===== src/rtl/ps2_seq_pkg.sv =====
// ps2_seq_pkg (rev 1.0): opcodes, scan-code constants, prefix FSM encoding
// and the make-code decoder shared by the PS/2 key sequencer.
`default_nettype none

package ps2_seq_pkg;

  localparam logic [2:0] OP_NONE   = 3'd0;
  localparam logic [2:0] OP_DIGIT  = 3'd1;
  localparam logic [2:0] OP_ENTER  = 3'd2;
  localparam logic [2:0] OP_CLEAR  = 3'd3;
  localparam logic [2:0] OP_CANCEL = 3'd4;
  localparam logic [2:0] OP_NEXT   = 3'd5;
  localparam logic [2:0] OP_PREV   = 3'd6;

  localparam logic [7:0] SC_EXT    = 8'hE0;
  localparam logic [7:0] SC_BRK    = 8'hF0;
  localparam logic [7:0] SC_DIGIT0 = 8'h45;
  localparam logic [7:0] SC_DIGIT1 = 8'h16;
  localparam logic [7:0] SC_DIGIT2 = 8'h1E;
  localparam logic [7:0] SC_DIGIT3 = 8'h26;
  localparam logic [7:0] SC_DIGIT4 = 8'h25;
  localparam logic [7:0] SC_DIGIT5 = 8'h2E;
  localparam logic [7:0] SC_DIGIT6 = 8'h36;
  localparam logic [7:0] SC_DIGIT7 = 8'h3D;
  localparam logic [7:0] SC_DIGIT8 = 8'h3E;
  localparam logic [7:0] SC_DIGIT9 = 8'h46;
  localparam logic [7:0] SC_ENTER  = 8'h5A;
  localparam logic [7:0] SC_CLEAR  = 8'h66;
  localparam logic [7:0] SC_CANCEL = 8'h76;
  localparam logic [7:0] SC_NEXT   = 8'h75;
  localparam logic [7:0] SC_PREV   = 8'h72;

  typedef enum logic [1:0] {
    ST_IDLE    = 2'd0,
    ST_EXT     = 2'd1,
    ST_BRK     = 2'd2,
    ST_EXT_BRK = 2'd3
  } state_t;

  typedef struct packed {
    logic [2:0] op;
    logic [3:0] arg;
  } cmd_t;

  // Unrecognised makes decode to OP_NONE with a zero argument.
  function automatic cmd_t decode_make(input logic ext, input logic [7:0] code);
    cmd_t c;
    c.op  = OP_NONE;
    c.arg = 4'd0;
    if (!ext) begin
      case (code)
        SC_DIGIT0: begin c.op = OP_DIGIT; c.arg = 4'd0; end
        SC_DIGIT1: begin c.op = OP_DIGIT; c.arg = 4'd1; end
        SC_DIGIT2: begin c.op = OP_DIGIT; c.arg = 4'd2; end
        SC_DIGIT3: begin c.op = OP_DIGIT; c.arg = 4'd3; end
        SC_DIGIT4: begin c.op = OP_DIGIT; c.arg = 4'd4; end
        SC_DIGIT5: begin c.op = OP_DIGIT; c.arg = 4'd5; end
        SC_DIGIT6: begin c.op = OP_DIGIT; c.arg = 4'd6; end
        SC_DIGIT7: begin c.op = OP_DIGIT; c.arg = 4'd7; end
        SC_DIGIT8: begin c.op = OP_DIGIT; c.arg = 4'd8; end
        SC_DIGIT9: begin c.op = OP_DIGIT; c.arg = 4'd9; end
        SC_ENTER:  c.op = OP_ENTER;
        SC_CLEAR:  c.op = OP_CLEAR;
        SC_CANCEL: c.op = OP_CANCEL;
        default:   c.op = OP_NONE;
      endcase
    end else begin
      case (code)
        SC_ENTER: c.op = OP_ENTER;
        SC_NEXT:  c.op = OP_NEXT;
        SC_PREV:  c.op = OP_PREV;
        default:  c.op = OP_NONE;
      endcase
    end
    return c;
  endfunction

endpackage

`default_nettype wire


===== src/rtl/ps2_cmd_fifo.sv =====
// ps2_cmd_fifo (rev 1.0): show-ahead command FIFO with level and full/empty flags.
`default_nettype none

module ps2_cmd_fifo #(
  parameter int DEPTH = 4,
  parameter int WIDTH = 7
) (
  input  logic                     clk,
  input  logic                     rst_n,
  input  logic                     wr_en,
  input  logic [WIDTH-1:0]         wr_data,
  input  logic                     rd_en,
  output logic [WIDTH-1:0]         rd_data,
  output logic [$clog2(DEPTH):0]   level,
  output logic                     full,
  output logic                     empty
);

  localparam int AW = $clog2(DEPTH);

  logic [WIDTH-1:0] mem [DEPTH];
  logic [AW-1:0]    wr_ptr;
  logic [AW-1:0]    rd_ptr;
  logic             do_wr;
  logic             do_rd;

  assign full    = (level == (AW+1)'(DEPTH));
  assign empty   = (level == '0);
  assign do_rd   = rd_en && !empty;
  // A write into a full FIFO is still taken when a pop frees the slot this edge.
  assign do_wr   = wr_en && (!full || do_rd);
  assign rd_data = mem[rd_ptr];

  always_ff @(posedge clk or negedge rst_n) begin
    if (!rst_n) begin
      wr_ptr <= '0;
      rd_ptr <= '0;
      level  <= '0;
    end else begin
      if (do_wr) wr_ptr <= wr_ptr + 1'b1;
      if (do_rd) rd_ptr <= rd_ptr + 1'b1;
      case ({do_wr, do_rd})
        2'b10:   level <= level + 1'b1;
        2'b01:   level <= level - 1'b1;
        default: level <= level;
      endcase
    end
  end

  always_ff @(posedge clk) begin
    if (do_wr) mem[wr_ptr] <= wr_data;
  end

endmodule

`default_nettype wire


===== src/rtl/ps2_key_sequencer.sv =====
// ps2_key_sequencer (rev 1.0): PS/2 prefix FSM, make-code decode and command FIFO.
// Define KEY_REPEAT_FILTER_EN to drop typematic repeats of the currently held key.
`default_nettype none

module ps2_key_sequencer
  import ps2_seq_pkg::*;
#(
  parameter int FIFO_DEPTH  = 4,
  parameter int TIMEOUT_CYC = 500000
) (
  input  logic                          CLK,
  input  logic                          RST_N,
  input  logic                          BYTE_VALID,
  input  logic [7:0]                    BYTE_DATA,
  input  logic                          BYTE_ERR,
  input  logic                          CMD_READY,
  output logic                          CMD_VALID,
  output logic [2:0]                    CMD_OP,
  output logic [3:0]                    CMD_ARG,
  output logic [$clog2(FIFO_DEPTH):0]   FIFO_LEVEL,
  output logic                          OVERFLOW,
  output logic [7:0]                    ERR_CNT
);

  localparam int            TW       = $clog2(TIMEOUT_CYC + 1);
  localparam logic [TW-1:0] TMO_LAST = TW'(TIMEOUT_CYC - 1);

  state_t        state;
  state_t        state_nxt;
  logic [TW-1:0] tmo_cnt;
  logic          make_ev;
  logic          make_ext;
  logic          brk_ev;
  logic          brk_ext;
  cmd_t          make_cmd;
  logic          is_repeat;
  logic          push_nxt;
  logic          push_q;
  cmd_t          push_cmd;
  logic          held_valid;
  logic [8:0]    held_key;
  logic [6:0]    head;
  logic          fifo_full;
  logic          fifo_empty;
  logic          pop;

  always_ff @(posedge CLK or negedge RST_N) begin
    if (!RST_N) state <= ST_IDLE;
    else        state <= state_nxt;
  end

  always_comb begin
    state_nxt = state;
    make_ev   = 1'b0;
    make_ext  = 1'b0;
    brk_ev    = 1'b0;
    brk_ext   = 1'b0;
    if (BYTE_VALID) begin
      if (BYTE_ERR) begin
        state_nxt = ST_IDLE;
      end else begin
        case (state)
          ST_IDLE: begin
            if (BYTE_DATA == SC_EXT)      state_nxt = ST_EXT;
            else if (BYTE_DATA == SC_BRK) state_nxt = ST_BRK;
            else                          make_ev   = 1'b1;
          end
          ST_EXT: begin
            if (BYTE_DATA == SC_BRK)      state_nxt = ST_EXT_BRK;
            else if (BYTE_DATA == SC_EXT) state_nxt = ST_EXT;
            else begin
              make_ev   = 1'b1;
              make_ext  = 1'b1;
              state_nxt = ST_IDLE;
            end
          end
          ST_BRK: begin
            brk_ev    = 1'b1;
            state_nxt = ST_IDLE;
          end
          default: begin
            brk_ev    = 1'b1;
            brk_ext   = 1'b1;
            state_nxt = ST_IDLE;
          end
        endcase
      end
    end else if (state != ST_IDLE && tmo_cnt == TMO_LAST) begin
      state_nxt = ST_IDLE;
    end
  end

  assign make_cmd = decode_make(make_ext, BYTE_DATA);

`ifdef KEY_REPEAT_FILTER_EN
  assign is_repeat = held_valid && (held_key == {make_ext, BYTE_DATA});
`else
  assign is_repeat = 1'b0;
`endif

  assign push_nxt = make_ev && (make_cmd.op != OP_NONE) && !is_repeat;
  assign pop      = CMD_READY && !fifo_empty;

  // Decode is registered so the FIFO write lands one cycle after the strobe.
  always_ff @(posedge CLK or negedge RST_N) begin
    if (!RST_N) begin
      tmo_cnt    <= '0;
      push_q     <= 1'b0;
      push_cmd   <= '0;
      held_valid <= 1'b0;
      held_key   <= '0;
      OVERFLOW   <= 1'b0;
      ERR_CNT    <= 8'd0;
    end else begin
      if (BYTE_VALID || state == ST_IDLE) tmo_cnt <= '0;
      else                                tmo_cnt <= tmo_cnt + 1'b1;

      push_q   <= push_nxt;
      push_cmd <= make_cmd;

      if (BYTE_VALID && BYTE_ERR) begin
        held_valid <= 1'b0;
        held_key   <= '0;
      end else if (make_ev && make_cmd.op != OP_NONE) begin
        held_valid <= 1'b1;
        held_key   <= {make_ext, BYTE_DATA};
      end else if (brk_ev && held_valid && held_key == {brk_ext, BYTE_DATA}) begin
        held_valid <= 1'b0;
        held_key   <= '0;
      end

      if (push_q && fifo_full && !pop) OVERFLOW <= 1'b1;

      if (BYTE_VALID && BYTE_ERR && ERR_CNT != 8'hFF) ERR_CNT <= ERR_CNT + 8'd1;
    end
  end

  ps2_cmd_fifo #(
    .DEPTH (FIFO_DEPTH),
    .WIDTH (7)
  ) u_fifo (
    .clk     (CLK),
    .rst_n   (RST_N),
    .wr_en   (push_q),
    .wr_data (push_cmd),
    .rd_en   (CMD_READY),
    .rd_data (head),
    .level   (FIFO_LEVEL),
    .full    (fifo_full),
    .empty   (fifo_empty)
  );

  // Storage is not reset, so the head is masked while the FIFO is empty.
  assign CMD_VALID         = !fifo_empty;
  assign {CMD_OP, CMD_ARG} = fifo_empty ? 7'd0 : head;

endmodule

`default_nettype wire


===== config.mk =====
export PLATFORM = sky130hd
export DESIGN_NAME = ps2_key_sequencer
export DESIGN_NICKNAME = d
export VERILOG_FILES = /design/src/rtl/ps2_seq_pkg.sv /design/src/rtl/ps2_cmd_fifo.sv /design/src/rtl/ps2_key_sequencer.sv
export SDC_FILE = /design/constraint.sdc
export NUM_CORES = 1
export LEC_CHECK = 0
export CORE_ASPECT_RATIO = 0.8
export CORE_UTILIZATION = 38
export DETAILED_ROUTE_END_ITERATION = 10
export DONT_BUFFER_PORTS = 1
export SYNTH_ARGS = -nofsm -noshare
export SYNTH_HDL_FRONTEND = slang
export SYNTH_SLANG_ARGS = --single-unit

===== constraint.sdc =====
create_clock -name CLK -period 3.4 [get_ports CLK]
set_input_delay 0.17 -clock CLK [delete_from_list [all_inputs] [get_ports CLK]]
set_output_delay 0.17 -clock CLK [all_outputs]
set_load 0.01 [all_outputs]

* Yosys cells after proc, flatten, opt, wreduce, memory -nomap -nowiden *
Memory sizes are Yosys's and may differ from the RTL's.
Cells that the tools add are included.

storage, ports and cells
  memories = 1
  bits in read-only memories = 0
  output and inout port bits = 20
  memory bits (writable) = 28
  register bits = 45
  bits in latches = 0

memories
  name        words  bits a word  rd ports  clocked after Yosys merged registers in  wr ports  RTL line            source
  u_fifo.mem  4      7            1         0                                        1         ps2_cmd_fifo.sv:21  logic [WIDTH-1:0] mem [DEPTH];

cells by class
  div/mod/pow operators = 0
  add/subtract/negate cells = 6
  $lt $le $gt $ge = 0
  shift operators = 0
  equality and inequality tests = 24
  bitwise operators = 0
  reductions and logical operators = 21
  muxes and demuxes = 28
  $mul = 0

operator list
  cell                   count
  $eq 8x7->1 const B     7
  $eq 8x6->1 const B     6
  $pmux 4 s9             1
  $add 19x1->19 const B  1
  $eq 19x19->1 const B   1
  $mux 19                1
  $eq 8x5->1 const B     2
  $eq 8x8->1 const B     2
  $mux 1                 12
  $mux 2                 6
  $pmux 3 s4             1
  $reduce_or 10->1       1
  $pmux 3 s3             1
  $add 8x1->8 const B    1
  $logic_and 1x1->1      8
  $ne 8x8->1 const B     1
  $mux 7                 1
  $pmux 3 s2             1
  $reduce_bool 2->1      3
  $ne 5x5->1 const B     1
  $add 2x1->2 const B    2
  $eq 2x1->1 const B     2
  $mux 4                 1
  $pmux 2 s2             1
  other kinds (12)       15

* Longest topological paths before layout *
Gate-level depths: netlist (run 1).

  word-level depth = 9
  depth in mapped cells = 10

* Cells and area by module *
Synthesis (run 1) repeated with hierarchy kept, for this count alone.

second synthesis, totals
  cell total of the unflattened synthesis = 288
  area total of the unflattened synthesis = 3,514.6 sq um

modules (own cells, without submodules)
  module             cells an instance  instances  area an instance (sq um)
  ps2_key_sequencer  213                1          2,069.5
  ps2_cmd_fifo       75                 1          1,445.1

* Worst setup path after synthesis (run 1) *
Ideal clock, no wire load.

  path type = register -> register
  start point = register u_fifo.level[0]
  end point = register u_fifo.level[2]
  library setup time = 0.079 ns
  setup slack = 1.284 ns
  stages on the path, launching flop included = 11
  required time = 3.321 ns
  arrival = 2.037 ns
  period minus slack after synthesis = 2.116 ns
  path through = dfrtp_1 -> nor4b_1 -> nor2b_1 -> clkbuf_1 -> inv_1 -> ha_1 -> inv_1 -> fa_1 -> xor2_1 -> nor2_1 -> xor2_1

between the ends
  cells in the longest elaborated chain, start to end = 7
  elaborated cells on any way between the ends = 13

ends and longest elaborated chain
  what                                             RTL line            source
  from (decl)                                      ps2_cmd_fifo.sv:14  output logic [$clog2(DEPTH):0] level,
  from (signal assigned)                           ps2_cmd_fifo.sv:43  2'b10: level <= level + 1'b1;
  from (signal assigned)                           ps2_cmd_fifo.sv:44  2'b01: level <= level - 1'b1;
  from (signal assigned)                           ps2_cmd_fifo.sv:45  default: level <= level;
  $logic_not 3->1                                  ps2_cmd_fifo.sv:28  assign empty = (level == '0);
  $logic_not 1->1                                  ps2_cmd_fifo.sv:29  assign do_rd = rd_en && !empty;
  $logic_and 1x1->1                                ps2_cmd_fifo.sv:29
  $logic_or 1x1->1                                 ps2_cmd_fifo.sv:31  assign do_wr = wr_en && (!full || do_rd);
  $logic_and 1x1->1                                ps2_cmd_fifo.sv:31
  $eq 2x1->1 or $eq 2x2->1 (tied branches)         ps2_cmd_fifo.sv:42  case ({do_wr, do_rd})
  $pmux 3 s2 or $reduce_bool 2->1 (tied branches)  n/a

Parallel ways exist; a longest one is shown, timed or not.
A chain may end at the register's enable or synchronous reset.

* Worst setup path after layout (run 1) *
Same ends and word-level chain as after synthesis.

==> run_results.csv, run 1 <==
group,metric,value,unit
status,outcome,"complete, no violations",
layout,syn2layout_area_growth,12.15,%
clock_network,clk_latency,0.32,ns
drt,dr.first_iter.drc_count,164,
logic_synthesis,synth_warnings,0,
timing,fin_crit,2.240,ns
timing,timing.final.setup_violations,0,
critical_path,timing.critical_path.required,3.65,ns
grt,antenna_found_initial,0,
die,core,0.008708,sq mm
critical_path,critical-path-slowest-cell,"dfrtp_1",
logic_synthesis,netlist_area,0.003512,sq mm
place,dp.cells,395,
drt,vias,2164,
logic_synthesis,synth_nets,314,
clock_network,clock-sinks,73,
timing,setup_total_negative_slack,0,ns
place,place_hpwl,4320,um
logic_synthesis,synthArstFlopShare,61.64,%
place,finalWeightedCongestion,0.8820,
pwr,power_leakage,0.001553,uW
timing,max_slew.worst_pin.slew,0.5872,ns
timing,fin_skew,0.007476,ns
timing,fmax,446.4,MHz
clock_network,clkTransAtPathRegs,0.06,ns
timing,max-slew-margin-rel,60.34,%
logic_synthesis,synthCells,293,
critical_path,worstSetupPathType,"reg2reg",
die,die_w,109.5,um
logic_synthesis,synth_top_area_share,32.06,%
layout,fillCellCount,804,
critical_path,worstSetupEndpointType,"flop",
layout,post-route-util,45.23,%
drt,wl_met2,2648,um
logic_synthesis,synthTopCellsByArea,"dfrtp_1 (32%), edfxtp_1 (24%), mux4_2 (4.5%)",
die,boundaryPins,33,
grt,gr-usage-all-layers,14.43,%
timing,rsz0062_at_grt,"false",
clock_network,cts_max_path_buffers,2,
logic_synthesis,postSynthRegisterBits,73,
drt,routed_wl,6229,um
drt,wl_per_cell,15.01,um
logic_synthesis,synth_cell_types,56,
die,initial_utilization,40.33,%
drt,m1WireLength,3186,um
grt,grt_pass1_vias,2087,
logic_synthesis,yosys_most_used_dff,"dfrtp_1",
die,dieHeight,87.99,um
drt,detail_route.drc_violations,0,
logic_synthesis,synth_largest_area_cell,"dfrtp_1",
critical_path,largest_fanout_on_the_critical_path,8,
critical_path,cp.arrival,2.49,ns
timing,fin_max_slew_vios,0,
die,rows,30,
drt,via_to_cell_ratio,5.214,
layout,drive_gt1_share,10.89,%
logic_synthesis,cell_with_the_most_instances_after_synthesis,"dfrtp_1",
pwr,ir_worst_vdd,0.0003686,V
clock_network,h-tree-depth,3,
logic_synthesis,synth-edff-count,28,
logic_synthesis,sequential_share_of_the_synthesized_area,56.00,%
die,design.die.area,0.009633,sq mm
drt,detail_route.first_pass.iterations,4,
clock_network,tritoncts,"yes",
drt,antenna_violating_nets_post_route,0,
logic_synthesis,post_synth_most_frequent_cells,"dfrtp_1 (45), edfxtp_1 (28), nor2_1 (27)",
logic_synthesis,mean_cell_area_of_the_mapped_netlist,11.99,sq um
run,timing.max_cap.violations,0,
layout,finalNetCount,319,
timing,finalCritPeriodShare,65.89,%
grt,grt.overflow.total,0,
pwr,power_density,624.0,mW/mm^2
clock_network,post_cts_buffers,0,
layout,layout.cells.non_filler,415,
place,io_buffers,0,
drt,met3WireLength,288,um
clock_network,number_of_buffers_inserted_by_hold_repair_at_cts,4,
layout,antenna_cells_inserted,0,
clock_network,post_cts_sizing_count,0,
grt,grt_first_pass_wirelength,10470,um
grt,grt_start_max_net_pins,46,
clock_network,clk_root_buffer_cell,"clkbuf_16",
critical_path,critPathMaxStageDelay,0.45,ns
hold_path,worstHoldPathType,"in2reg",
critical_path,critical_path.startpoint_type,"flop",
critical_path,timing.critical_path.cells,"nor4b_1 > nor2b_1 > inv_1 > ha_1 > inv_1 > fa_1 > xor2_1 > nor2_1 > xor2_1",
drt,top_layer_used,"met4",
clock_network,cts_made_buffers,9,
timing,final_hold_viol_count,0,
-- critical path: cells and delay by family, from the launching register on --
kind | cells | cell delay, ns
buf+inv | 2 | 0.15
fa+ha+maj | 2 | 0.55
simple gates | 3 | 0.72
xor+xnor | 2 | 0.30
flops | 1 | 0.45
-- area by class of cell --
cell class,instances,area [sq um],share of cell area (%)
flip-flops and latches,73,1967,49.94
repair buffers,5,65.06,1.652
clock buffers,10,229.0,5.813
inverters,10,37.54,0.9530
well taps,112,140.1,3.558
clock inverters,6,42.54,1.080
multi-input cells,199,1458,37.01
-- kinds of logic (layout without fill, tap and decap cells) --
kind of cell               after synthesis  count (layout)  synth area share [%]
and+or+nand+nor                        122             122                 19.49
DFF                                     73              73                 56.00
xor gates and xnor gates                31              31                 7.731
AOI/OAI and AO/OA                       28              28                 5.807
buffers and inverters                   21              31                 2.494
muxes                                   10              10                 5.415
adders and majority gates                8               8                 3.064
-- cell usage in the layout, fill, tap and decap left out, drive strengths merged, types with 7 or more instances in the layout --
master  instances
edfxtp         28
and2           13
nand3          13
dfrtp          45
nand2          17
xnor2          16
nor3           10
nor2           27
ha              7
xor2           15
inv            12
clkbuf         10
mux4            7
-- path summary, 6_finish.rpt --
kind | start | endpoint | slack [ns] | cells after the start
max in group asynchronous | RST_N | u_fifo.wr_ptr[1]$_DFFE_PN0P_ | 2.84 | 2
hold / removal | BYTE_DATA[2] | push_cmd[1]$_DFF_PN0_ | 0.02 | 2
hold reg to reg | tmo_cnt[0]$_DFF_PN0_ | tmo_cnt[0]$_DFF_PN0_ | 0.48 | 1
min in group asynchronous | RST_N | ERR_CNT[5]$_DFFE_PN0P_ | 0.34 | 2
setup reg to reg | u_fifo.level[0]$_DFFE_PN0P_ | u_fifo.level[2]$_DFFE_PN0P_ | 1.16 | 9
setup / recovery | u_fifo.level[0]$_DFFE_PN0P_ | u_fifo.level[2]$_DFFE_PN0P_ | 1.16 | 9
-- stage by stage --
| stage | setup WS [ns] | hold slack [ns] | power, uW | cell area (sq um) |
|---|---|---|---|---|
| floorplan | 1.284 | -0.1256 | 1526 | 3512 |
| global placement | 1.184 | -0.1248 | 1603 | 3610 |
| detailed placement | 1.131 | -0.1250 | 1621 | 3610 |
| CTS | 1.120 | 0.009412 | 2491 | 3939 |
| global route | 0.9597 | 0.01463 | 2595 | 3939 |
| finish | 1.160 | 0.02008 | 2458 | 3939 |
-- power by group --
group	total (uW)	internal (uW)	switching (uW)
Combinational	432	222	210
Sequential	1180	1010	174
Clock	846	496	350
-- flip-flops by register name, summed over array words and instances, names as in the netlist, 2 cells and up --
| signal | flops |
|---|---|
| ERR_CNT | 8 |
| push_cmd | 7 |
| state | 2 |
| tmo_cnt | 19 |
| u_fifo.level | 3 |
| u_fifo.mem | 28 |
| u_fifo.rd_ptr | 2 |
| u_fifo.wr_ptr | 2 |
-- routing by layer --
metal	GRT usage [%]	up-vias
li1	-	1060
met1	21.49	1040
met2	19.38	53
met3	4.018	11
met4	6.424	0
met5	0	-
(Power assumes the default switching activity.)
==> run 2, diff against run 1 <==
--- a/config.mk
+++ b/config.mk
@@ -5,6 +5,7 @@
 export SDC_FILE = /design/constraint.sdc
 export NUM_CORES = 1
 export LEC_CHECK = 0
+export ABC_AREA = 1
 export CORE_ASPECT_RATIO = 0.8
 export CORE_UTILIZATION = 38
 export DETAILED_ROUTE_END_ITERATION = 10
==> constraint.sdc (replaced) <==
create_clock -name CLK -period 1.9 [get_ports CLK]
set_input_delay 0.095 -clock CLK [delete_from_list [all_inputs] [get_ports CLK]]
set_output_delay 0.095 -clock CLK [all_outputs]
set_load 0.01 [all_outputs]
==> run_results.csv, run 2 <==
group,metric,value,unit
status,outcome,"finished, violations left",
status,violations,"design-rule violations",
clock_network,clk_root_buffer_cell,"clkbuf_16",
pwr,ir_worst_vdd,0.0005624,V
clock_network,clkTransAtPathRegs,0.06,ns
timing,timing.final.setup_violations,0,
logic_synthesis,yosys_most_used_dff,"dfrtp_1",
place,finalWeightedCongestion,0.8062,
logic_synthesis,synthArstFlopShare,61.64,%
place,place_hpwl,4976,um
layout,drive_gt1_share,12.41,%
clock_network,clock-sinks,73,
grt,grt_first_pass_wirelength,11850,um
clock_network,h-tree-depth,3,
critical_path,timing.critical_path.required,2.10,ns
drt,dr.first_iter.drc_count,141,
logic_synthesis,netlist_area,0.003612,sq mm
timing,finalCritPeriodShare,92.19,%
layout,post-route-util,46.46,%
logic_synthesis,synth_largest_area_cell,"dfrtp_1",
grt,grt.overflow.total,0,
drt,via_to_cell_ratio,4.816,
layout,largest_registers,"u_fifo.mem: 28 flops, tmo_cnt: 19 flops, ERR_CNT: 8 flops",
timing,fmax,570.9,MHz
run,timing.max_cap.violations,0,
die,core,0.009154,sq mm
die,rows,31,
clock_network,tritoncts,"yes",
pwr,power_leakage,0.001926,uW
timing,fin_max_slew_vios,0,
critical_path,reg2reg_slack,0.15,ns
grt,gr-usage-all-layers,15.60,%
logic_synthesis,cell_with_the_most_instances_after_synthesis,"nand2_1",
critical_path,worstSetupPathType,"reg2reg",
grt,antenna_found_initial,0,
logic_synthesis,mean_cell_area_of_the_mapped_netlist,8.832,sq um
layout,max_flop_register,"u_fifo.mem",
timing,fin_skew,0.005314,ns
logic_synthesis,postSynthRegisterBits,73,
logic_synthesis,post_synth_most_frequent_cells,"nand2_1 (75), nor2_1 (69), inv_1 (55)",
timing,setup_total_negative_slack,0,ns
die,dieHeight,89.21,um
logic_synthesis,synth_warnings,0,
die,boundaryPins,33,
critical_path,cp.arrival,1.95,ns
layout,layout_common_cells,"nand2_1 (74), nor2_1 (66), inv_1 (53), dfrtp_1 (44), o21ai_0 (29)",
timing,fin_crit,1.752,ns
logic_synthesis,synthTopCellsByArea,"dfrtp_1 (31%), edfxtp_1 (23%), nand2_1 (7.8%)",
place,post_place_worst_slack,0.04749,ns
critical_path,largest_fanout_on_the_critical_path,3,
layout,finalNetCount,451,
timing,final_critical_path_setup_slack,0.1484,ns
grt,grt_pass1_vias,2490,
layout,flip_flop_count_of_the_largest_register_all_copies_and_words_added,28,
clock_network,post_cts_buffers,0,
die,die_w,111.0,um
grt,grt_start_max_net_pins,46,
clock_network,cts_max_path_buffers,2,
drt,detail_route.drc_violations,6,
critical_path,worstSetupEndpointType,"flop",
pwr,power_density,1183,mW/mm^2
hold_path,worstHoldPathType,"in2reg",
drt,vias,2649,
logic_synthesis,sequential_share_of_the_synthesized_area,54.45,%
logic_synthesis,synth_top_area_share,31.17,%
drt,routed_wl,6930,um
die,design.die.area,0.009902,sq mm
clock_network,clk_latency,0.32,ns
logic_synthesis,synth-edff-count,28,
timing,final_hold_viol_count,0,
timing,max_slew.worst_pin.slew,0.6450,ns
critical_path,critical_path.startpoint_type,"flop",
logic_synthesis,synthCells,409,
logic_synthesis,synth_cell_types,31,
die,initial_utilization,39.46,%
clock_network,cts_made_buffers,9,
timing,max-slew-margin-rel,56.84,%
layout,antenna_cells_inserted,0,
layout,syn2layout_area_growth,17.73,%
drt,detail_route.first_pass.iterations,7,
logic_synthesis,synth_nets,430,
place,io_buffers,0,
timing,rsz0062_at_grt,"false",
drt,wl_per_cell,12.60,um
drt,antenna_violating_nets_post_route,0,
layout,layout_commonest_cell,"nand2_1",
[run 2: cell types whose count changed after synthesis, sizes merged, moves of 7 or more]
| cell | before | now |
|---|---|---|
| a21oi | 5 | 24 |
| and2 | 13 | 0 |
| inv | 10 | 55 |
| mux4 | 7 | 0 |
| nand2 | 17 | 79 |
| nor2 | 27 | 71 |
| o21ai | 6 | 32 |
| xnor2 | 16 | 3 |
[run 2: path summary, 6_finish.rpt]
kind,startpoint,end,cells past startpoint
max,u_fifo.level[2]$_DFFE_PN0P_,u_fifo.level[2]$_DFFE_PN0P_,10
min,BYTE_VALID,tmo_cnt[18]$_DFF_PN0_,3
max reg2reg,u_fifo.level[2]$_DFFE_PN0P_,u_fifo.level[2]$_DFFE_PN0P_,10
min reg2reg,tmo_cnt[17]$_DFF_PN0_,tmo_cnt[17]$_DFF_PN0_,1
max in group asynchronous,RST_N,tmo_cnt[12]$_DFF_PN0_,2
min in group asynchronous,RST_N,push_q$_DFF_PN0_,2
[run 2: layout make-up]
class | instances | area, sq um
clock inverter | 4 | 70.07
sequential | 73 | 1968
timing repair buffer | 15 | 137.6
tap | 115 | 143.9
clock buffer | 12 | 279.0
inverter | 56 | 215.2
fill | 854 | 4901
multi-input combinational | 275 | 1439
[run 2: cell families (layout without fill, tap and decap cells)]
family,count (synthesis),after routing,synth area share [%]
flip-flops,73,73,54.45
buffers and inverters,61,87,6.408
AND/OR/NAND/NOR,195,195,24.39
AO/OA/AOI/OAI,59,59,8.625
XOR/XNOR,13,13,3.152
adder cells (fa/ha/maj),8,8,2.979
[run 2: per-stage QoR]
stage / hold slack (ns) / power, uW / instances / instance area (sq um)
6_report: 0.02039 / 5031 / 550 / 4253
5_1_grt: 0.01449 / 5336 / 550 / 4253
4_1_cts: 0.04175 / 5052 / 550 / 4233
3_5_place_dp: -0.1983 / 3080 / 531 / 3835
3_3_place_gp: -0.1981 / 3060 / 531 / 3835
2_1_floorplan: -0.2006 / 2785 / 409 / 3622
[run 2: critical path: stages (launching register included)]
cell	delay, ns
dfrtp_1	0.36
inv_1	0.08
nand2_1	0.09
inv_2	0.06
nor2_4	0.11
ha_1	0.16
inv_1	0.08
fa_2	0.35
a21oi_2	0.11
o21ai_1	0.08
xor2_1	0.14
[run 2: power breakdown]
part,switching [uW],total [uW],internal [uW]
clock network,608,1910,1300
logic,659,1070,413
registers,255,2050,1790
[run 2: metal layers]
layer	track usage, %	up-vias	routed length, um
met3	4.881	4	321
li1	-	1376	-
met5	0	-	0
met2	23.84	47	2977
met1	21.23	1222	3601
met4	5.230	0	30
[run 2: timing repair]
| action | CTS | global route |
|---|---|---|
| hold buffers | 3 | 0 |
| setup endpoints to repair | 1 | 11 |
| endpoints found under the hold margin | 46 | 0 |
| pin swaps | 0 | 1 |
| resized for setup | 1 | 8 |
